==> config.mk <==
export PLATFORM = sky130hd
export DESIGN_NAME = alarm_sched
export DESIGN_NICKNAME = d
export VERILOG_FILES = /design/src/rtl/alarm_sched.sv
export SDC_FILE = /design/constraint.sdc
export NUM_CORES = 1
export LEC_CHECK = 0
export ABC_CLOCK_PERIOD_IN_PS = 4500
export CAP_MARGIN = 40
export CORE_MARGIN = 4
export CORE_UTILIZATION = 52
export CTS_CLUSTER_DIAMETER = 120
export DETAILED_ROUTE_END_ITERATION = 6
export DONT_BUFFER_PORTS = 1
export HOLD_SLACK_MARGIN = 0.08
export MAX_ROUTING_LAYER = met4
export PLACE_DENSITY = 0.67
export SETUP_SLACK_MARGIN = 0.15
export SYNTH_ARGS = -nofsm -noshare
export SYNTH_HDL_FRONTEND = slang
export SYNTH_SLANG_ARGS = --single-unit
==> constraint.sdc <==
create_clock -name clk -period 4.5 [get_ports clk]
set_input_delay 0.675 -clock clk [delete_from_list [all_inputs] [get_ports clk]]
set_output_delay 0.675 -clock clk [all_outputs]
set_load 0.005 [all_outputs]
==> src/rtl/alarm_sched.sv <==
// Alarm state machine (ring / snooze / stop / timeout) and hourly chime window,
// arbitrated onto registered, glitch-free tone requests; the alarm masks the chime.
module alarm_sched #(
  parameter int RING_SECS   = 60,
  parameter int SNOOZE_SECS = 300,
  parameter int MAX_SNOOZE  = 3,
  parameter int CHIME_SECS  = 2
) (
  input  logic       clk,
  input  logic       rst,
  input  logic       tick_1s,
  input  logic [7:0] hour1,
  input  logic [7:0] min1,
  input  logic [7:0] sec1,
  input  logic [7:0] ahour,
  input  logic [7:0] amin,
  input  logic       alarm_en,
  input  logic       chime_en,
  input  logic       key_stop,
  input  logic       key_snooze,
  output logic       ring_on,
  output logic       chime_on,
  output logic [1:0] state,
  output logic [2:0] snooze_cnt
);

  typedef enum logic [1:0] {
    S_IDLE   = 2'd0,
    S_RING   = 2'd1,
    S_SNOOZE = 2'd2
  } state_t;

  localparam logic [8:0] RING_LD   = 9'(RING_SECS);
  localparam logic [8:0] SNOOZE_LD = 9'(SNOOZE_SECS);
  localparam logic [2:0] MAX_SNZ   = 3'(MAX_SNOOZE);
  localparam logic [3:0] CHIME_LD  = 4'(CHIME_SECS);

  state_t     state_q, state_d;
  logic [8:0] timer_q, timer_d;
  logic [2:0] snooze_cnt_q, snooze_cnt_d;
  logic [3:0] chime_cnt_q, chime_cnt_d;
  logic       match_dly_q, match_dly_d;
  logic       top_dly_q, top_dly_d;
  logic       ring_on_q, ring_on_d;
  logic       chime_on_q, chime_on_d;

  logic match, top, trigger, new_hour;

  always_comb begin
    match    = alarm_en && (hour1 == ahour) && (min1 == amin);
    top      = chime_en && (min1 == 8'h00) && (sec1 == 8'h00);
    trigger  = match && !match_dly_q;
    new_hour = top && !top_dly_q;

    state_d      = state_q;
    timer_d      = timer_q;
    snooze_cnt_d = snooze_cnt_q;
    match_dly_d  = match;
    top_dly_d    = top;

    unique case (state_q)
      S_IDLE: begin
        if (trigger) begin
          state_d      = S_RING;
          timer_d      = RING_LD;
          snooze_cnt_d = 3'd0;
        end
      end
      S_RING: begin
        if (!alarm_en || key_stop) begin
          state_d      = S_IDLE;
          snooze_cnt_d = 3'd0;
        end else if (key_snooze && (snooze_cnt_q < MAX_SNZ)) begin
          state_d      = S_SNOOZE;
          timer_d      = SNOOZE_LD;
          snooze_cnt_d = snooze_cnt_q + 3'd1;
        end else if (tick_1s) begin
          // The tick that would bring the timer to zero performs the timeout.
          if (timer_q <= 9'd1) begin
            state_d      = S_IDLE;
            snooze_cnt_d = 3'd0;
          end else begin
            timer_d = timer_q - 9'd1;
          end
        end
      end
      S_SNOOZE: begin
        if (!alarm_en || key_stop) begin
          state_d      = S_IDLE;
          snooze_cnt_d = 3'd0;
        end else if (tick_1s) begin
          if (timer_q <= 9'd1) begin
            state_d = S_RING;
            timer_d = RING_LD;
          end else begin
            timer_d = timer_q - 9'd1;
          end
        end
      end
      default: begin
        state_d      = S_IDLE;
        snooze_cnt_d = 3'd0;
      end
    endcase

    // A fresh top-of-hour reload wins over the countdown tick of the same cycle.
    chime_cnt_d = chime_cnt_q;
    if (!chime_en) begin
      chime_cnt_d = 4'd0;
    end else if (new_hour) begin
      chime_cnt_d = CHIME_LD;
    end else if (tick_1s && (chime_cnt_q != 4'd0)) begin
      chime_cnt_d = chime_cnt_q - 4'd1;
    end

    ring_on_d  = (state_d == S_RING);
    chime_on_d = (chime_cnt_d != 4'd0) && (state_d != S_RING);
  end

  always_ff @(posedge clk) begin
    if (rst) begin
      state_q      <= S_IDLE;
      timer_q      <= 9'd0;
      snooze_cnt_q <= 3'd0;
      chime_cnt_q  <= 4'd0;
      // Park the edge detector on the live match so a minute still held
      // across reset does not fire the alarm a second time.
      match_dly_q  <= match;
      top_dly_q    <= 1'b0;
      ring_on_q    <= 1'b0;
      chime_on_q   <= 1'b0;
    end else begin
      state_q      <= state_d;
      timer_q      <= timer_d;
      snooze_cnt_q <= snooze_cnt_d;
      chime_cnt_q  <= chime_cnt_d;
      match_dly_q  <= match_dly_d;
      top_dly_q    <= top_dly_d;
      ring_on_q    <= ring_on_d;
      chime_on_q   <= chime_on_d;
    end
  end

  assign ring_on    = ring_on_q;
  assign chime_on   = chime_on_q;
  assign state      = state_q;
  assign snooze_cnt = snooze_cnt_q;

endmodule

==> qor.csv <==
stage;metric;value;unit
logic_synthesis;synthCells;201;
setup_path;cp-end-kind;flop;
routing;post_drt_via_cell_ratio;6.519;
place;portBuffers;0;
sta;grt_setup_unrepaired;false;
logic_synthesis;syn-cell-area;0.001561;mm2
finish;n_fill_cell;257;
global_route;grt_pass1_wl;6147;um
power_and_ir_drop;vdd_ir_drop_max;0.0001320;V
sta;worst_pin_slew;0.6409;ns
power_and_ir_drop;switching_share;0.1943;
die;start_util;0.5566;
flow_run;cap_viol_max_count;0;
power_and_ir_drop;clkPwrFrac;0.414;
clocking;clk_pin_slew;0.12;ns
sta;finalSetupViolations;0;
routing;first_pass_iters;4;
clocking;clkSinkCount;22;
clocking;post_cts_buffers;0;
global_route;grt-ovfl-total;0;
logic_synthesis;syn_nets;257;
clocking;h-tree-depth;1;
logic_synthesis;async_flop_share;0;
logic_synthesis;ys_seq_area_frac;0.2821;
logic_synthesis;synth_seq_cells;22;
finish;register_area;440.4;um2
place;place_ws;1.819;ns
global_route;grt_pass1_vias;1415;
finish;mostFrequentLayoutCells;dfxtp_1 (22), nor2_1 (18), a21oi_1 (18), inv_1 (15);
logic_synthesis;syn_avg_cell_area;7.769;um2
finish;instances_no_fill;231;
clocking;cts.repair.resized;0;
die;dieArea;0.003944;mm2
sta;tns;0;ns
finish;area_growth;4.648;%
die;core;0.002805;mm2
power_and_ir_drop;p_per_area;224.8;mW/mm2
die;pin_count;54;
power_and_ir_drop;cellLeakagePower;0.5776;nW
sta;hold_viol;0;
sta;timing.hold.ws;0.4158;ns
routing;remaining_drc_errors;0;
global_route;grt_max_degree;19;
logic_synthesis;synth_edf_count;0;
sta;maxSlewViolCount;0;
setup_path;critPathSlowestCell;or4b_1;
setup_path;cp_num_buf_inv;0;
finish;n_antenna_cell;0;
setup_path;cp_max_fo;18;
setup_path;arrival;2.61;ns
place;dpl.hpwl;2876;um
setup_path;crit_path_cell_trace;xnor2_1 > nand2_1 > or4_4 > o31a_1 > or4b_1 > a21oi_1;
setup_path;slowest_delay;0.58;ns
place;place_inst;227;
clocking;cts_root_buffer;clkbuf_4;
power_and_ir_drop;comb_power_share;0.056;
power_and_ir_drop;p_sw;71.39;uW
sta;relSlewSlack;0.5695;
global_route;grt_use_total;0.1927;
die;fp.dieW;62.80;um
logic_synthesis;yosys_warnings;0;
place;routabilityCongestion;0.8218;
finish;layout_commonest_cell;dfxtp_1;
clocking;insertion_delay;0.31;ns
finish;fin_area;0.001634;mm2
power_and_ir_drop;seqPwrFrac;0.530;
setup_path;setup.worst_path.start_class;primary input;
status;status;finished, final reports clean;
routing;vias;1506;
clocking;numCtsBuffers;3;
finish;final_nets;257;
sta;min_period_over_period;0.5232;
die;die_h;62.80;um
sta;layout_min_cycle_time;2.354;ns
routing;route.antenna.remaining_nets;0;
setup_path;criticalPathCategory;primary input to flop;
power_and_ir_drop;p_int;296.0;uW
finish;multi_input_area;0.001046;mm2
clocking;cts_hold_buf;0;
clocking;cts_tree;done;
sta;max_freq;424.8;MHz
routing;finalWirelength;3601;um
sta;finalWorstSetupSlack;2.146;ns
min_path;worstHoldPathType;primary input to flop;
global_route;antenna_found_initial;0;
setup_path;critPathTopFamily;simple AND/OR/NAND/NOR gates;
logic_synthesis;synth_cell_types;37;
setup_path;crit_required;4.76;ns
logic_synthesis;ys.flop_type;dfxtp_1;
sta;fin_skew;0.002622;ns
clocking;cts_buffer_depth;2;
finish;drive_gt1_frac;0.03000;
place;placed_cell_area;0.001582;mm2
die;placementRows;19;
routing;drt_iter0_drc;119;
routing;drt-wirelength-per-cell;15.59;um
registers in the layout (all words and copies together), names as in the netlist:
| name | cells |
|---|---|
| timer_q | 9 |
| chime_cnt_q | 4 |
| snooze_cnt | 3 |
| state | 2 |
| chime_on | 1 |
| match_dly_q | 1 |
| ring_on | 1 |
| top_dly_q | 1 |
Yosys cell counts, types with 7 or more instances:
cell type,count,share of area
inv_1,15,0.036
o31ai_1,7,0.034
o21ai_0,10,0.032
nand2_1,10,0.024
nand3_1,7,0.022
xnor2_1,8,0.045
nor4_1,7,0.028
xor2_1,8,0.045
nor2_1,18,0.043
ha_1,9,0.072
a21oi_1,18,0.058
dfxtp_1,22,0.28
nor3_1,8,0.026
power groups by stage:
stage                     Combinational (mW)  Clock (mW)  Sequential, mW
final                                 0.0208       0.152           0.195
after global routing                  0.0235       0.171           0.195
after CTS                             0.0210       0.160           0.195
after detailed placement              0.0208           0           0.199
after global placement                0.0199           0           0.199
after floorplan                       0.0207           0           0.199
through the flow:
step,power (mW),utilization
after floorplan,0.2198,-
after global placement,0.2190,0.5638
after detailed placement,0.2199,0.5638
after CTS,0.3759,0.5825
after global routing,0.3893,0.5825
final,0.3674,0.5825
cell families after synthesis:
family,share of synthesized area
XOR/XNOR,0.08975
AO/OA/AOI/OAI,0.2348
flip-flops,0.2820
adder cells (fa/ha/maj),0.07212
buffers and inverters,0.04808
AND/OR/NAND/NOR,0.2732
worst paths after layout:
path | cells after the start | slack (ns) | end | startpoint
setup reg to reg | 6 | 2.24 | timer_q[7] | timer_q[8]
hold reg to reg | 2 | 0.51 | timer_q[1] | timer_q[1]
setup / recovery | 6 | 2.15 | snooze_cnt[1] | amin[0]
hold / removal | 1 | 0.42 | snooze_cnt[2] | rst
cell type report:
cell class,instances,area share
inverters,15,0.03446
clock buffers,3,0.01378
multi-input cells,159,0.6401
clock inverters,1,0.01838
flip-flops and latches,22,0.2695
well taps,31,0.02374
routing by layer:
metal	wire, um	GRT usage	vias to the layer above
met3	258	0.04137	5
met5	0	-	-
li1	-	-	750
met1	1585	0.2427	689
met4	42	0.05785	0
met2	1714	0.3089	62
Power figures use the tool's default switching activity.
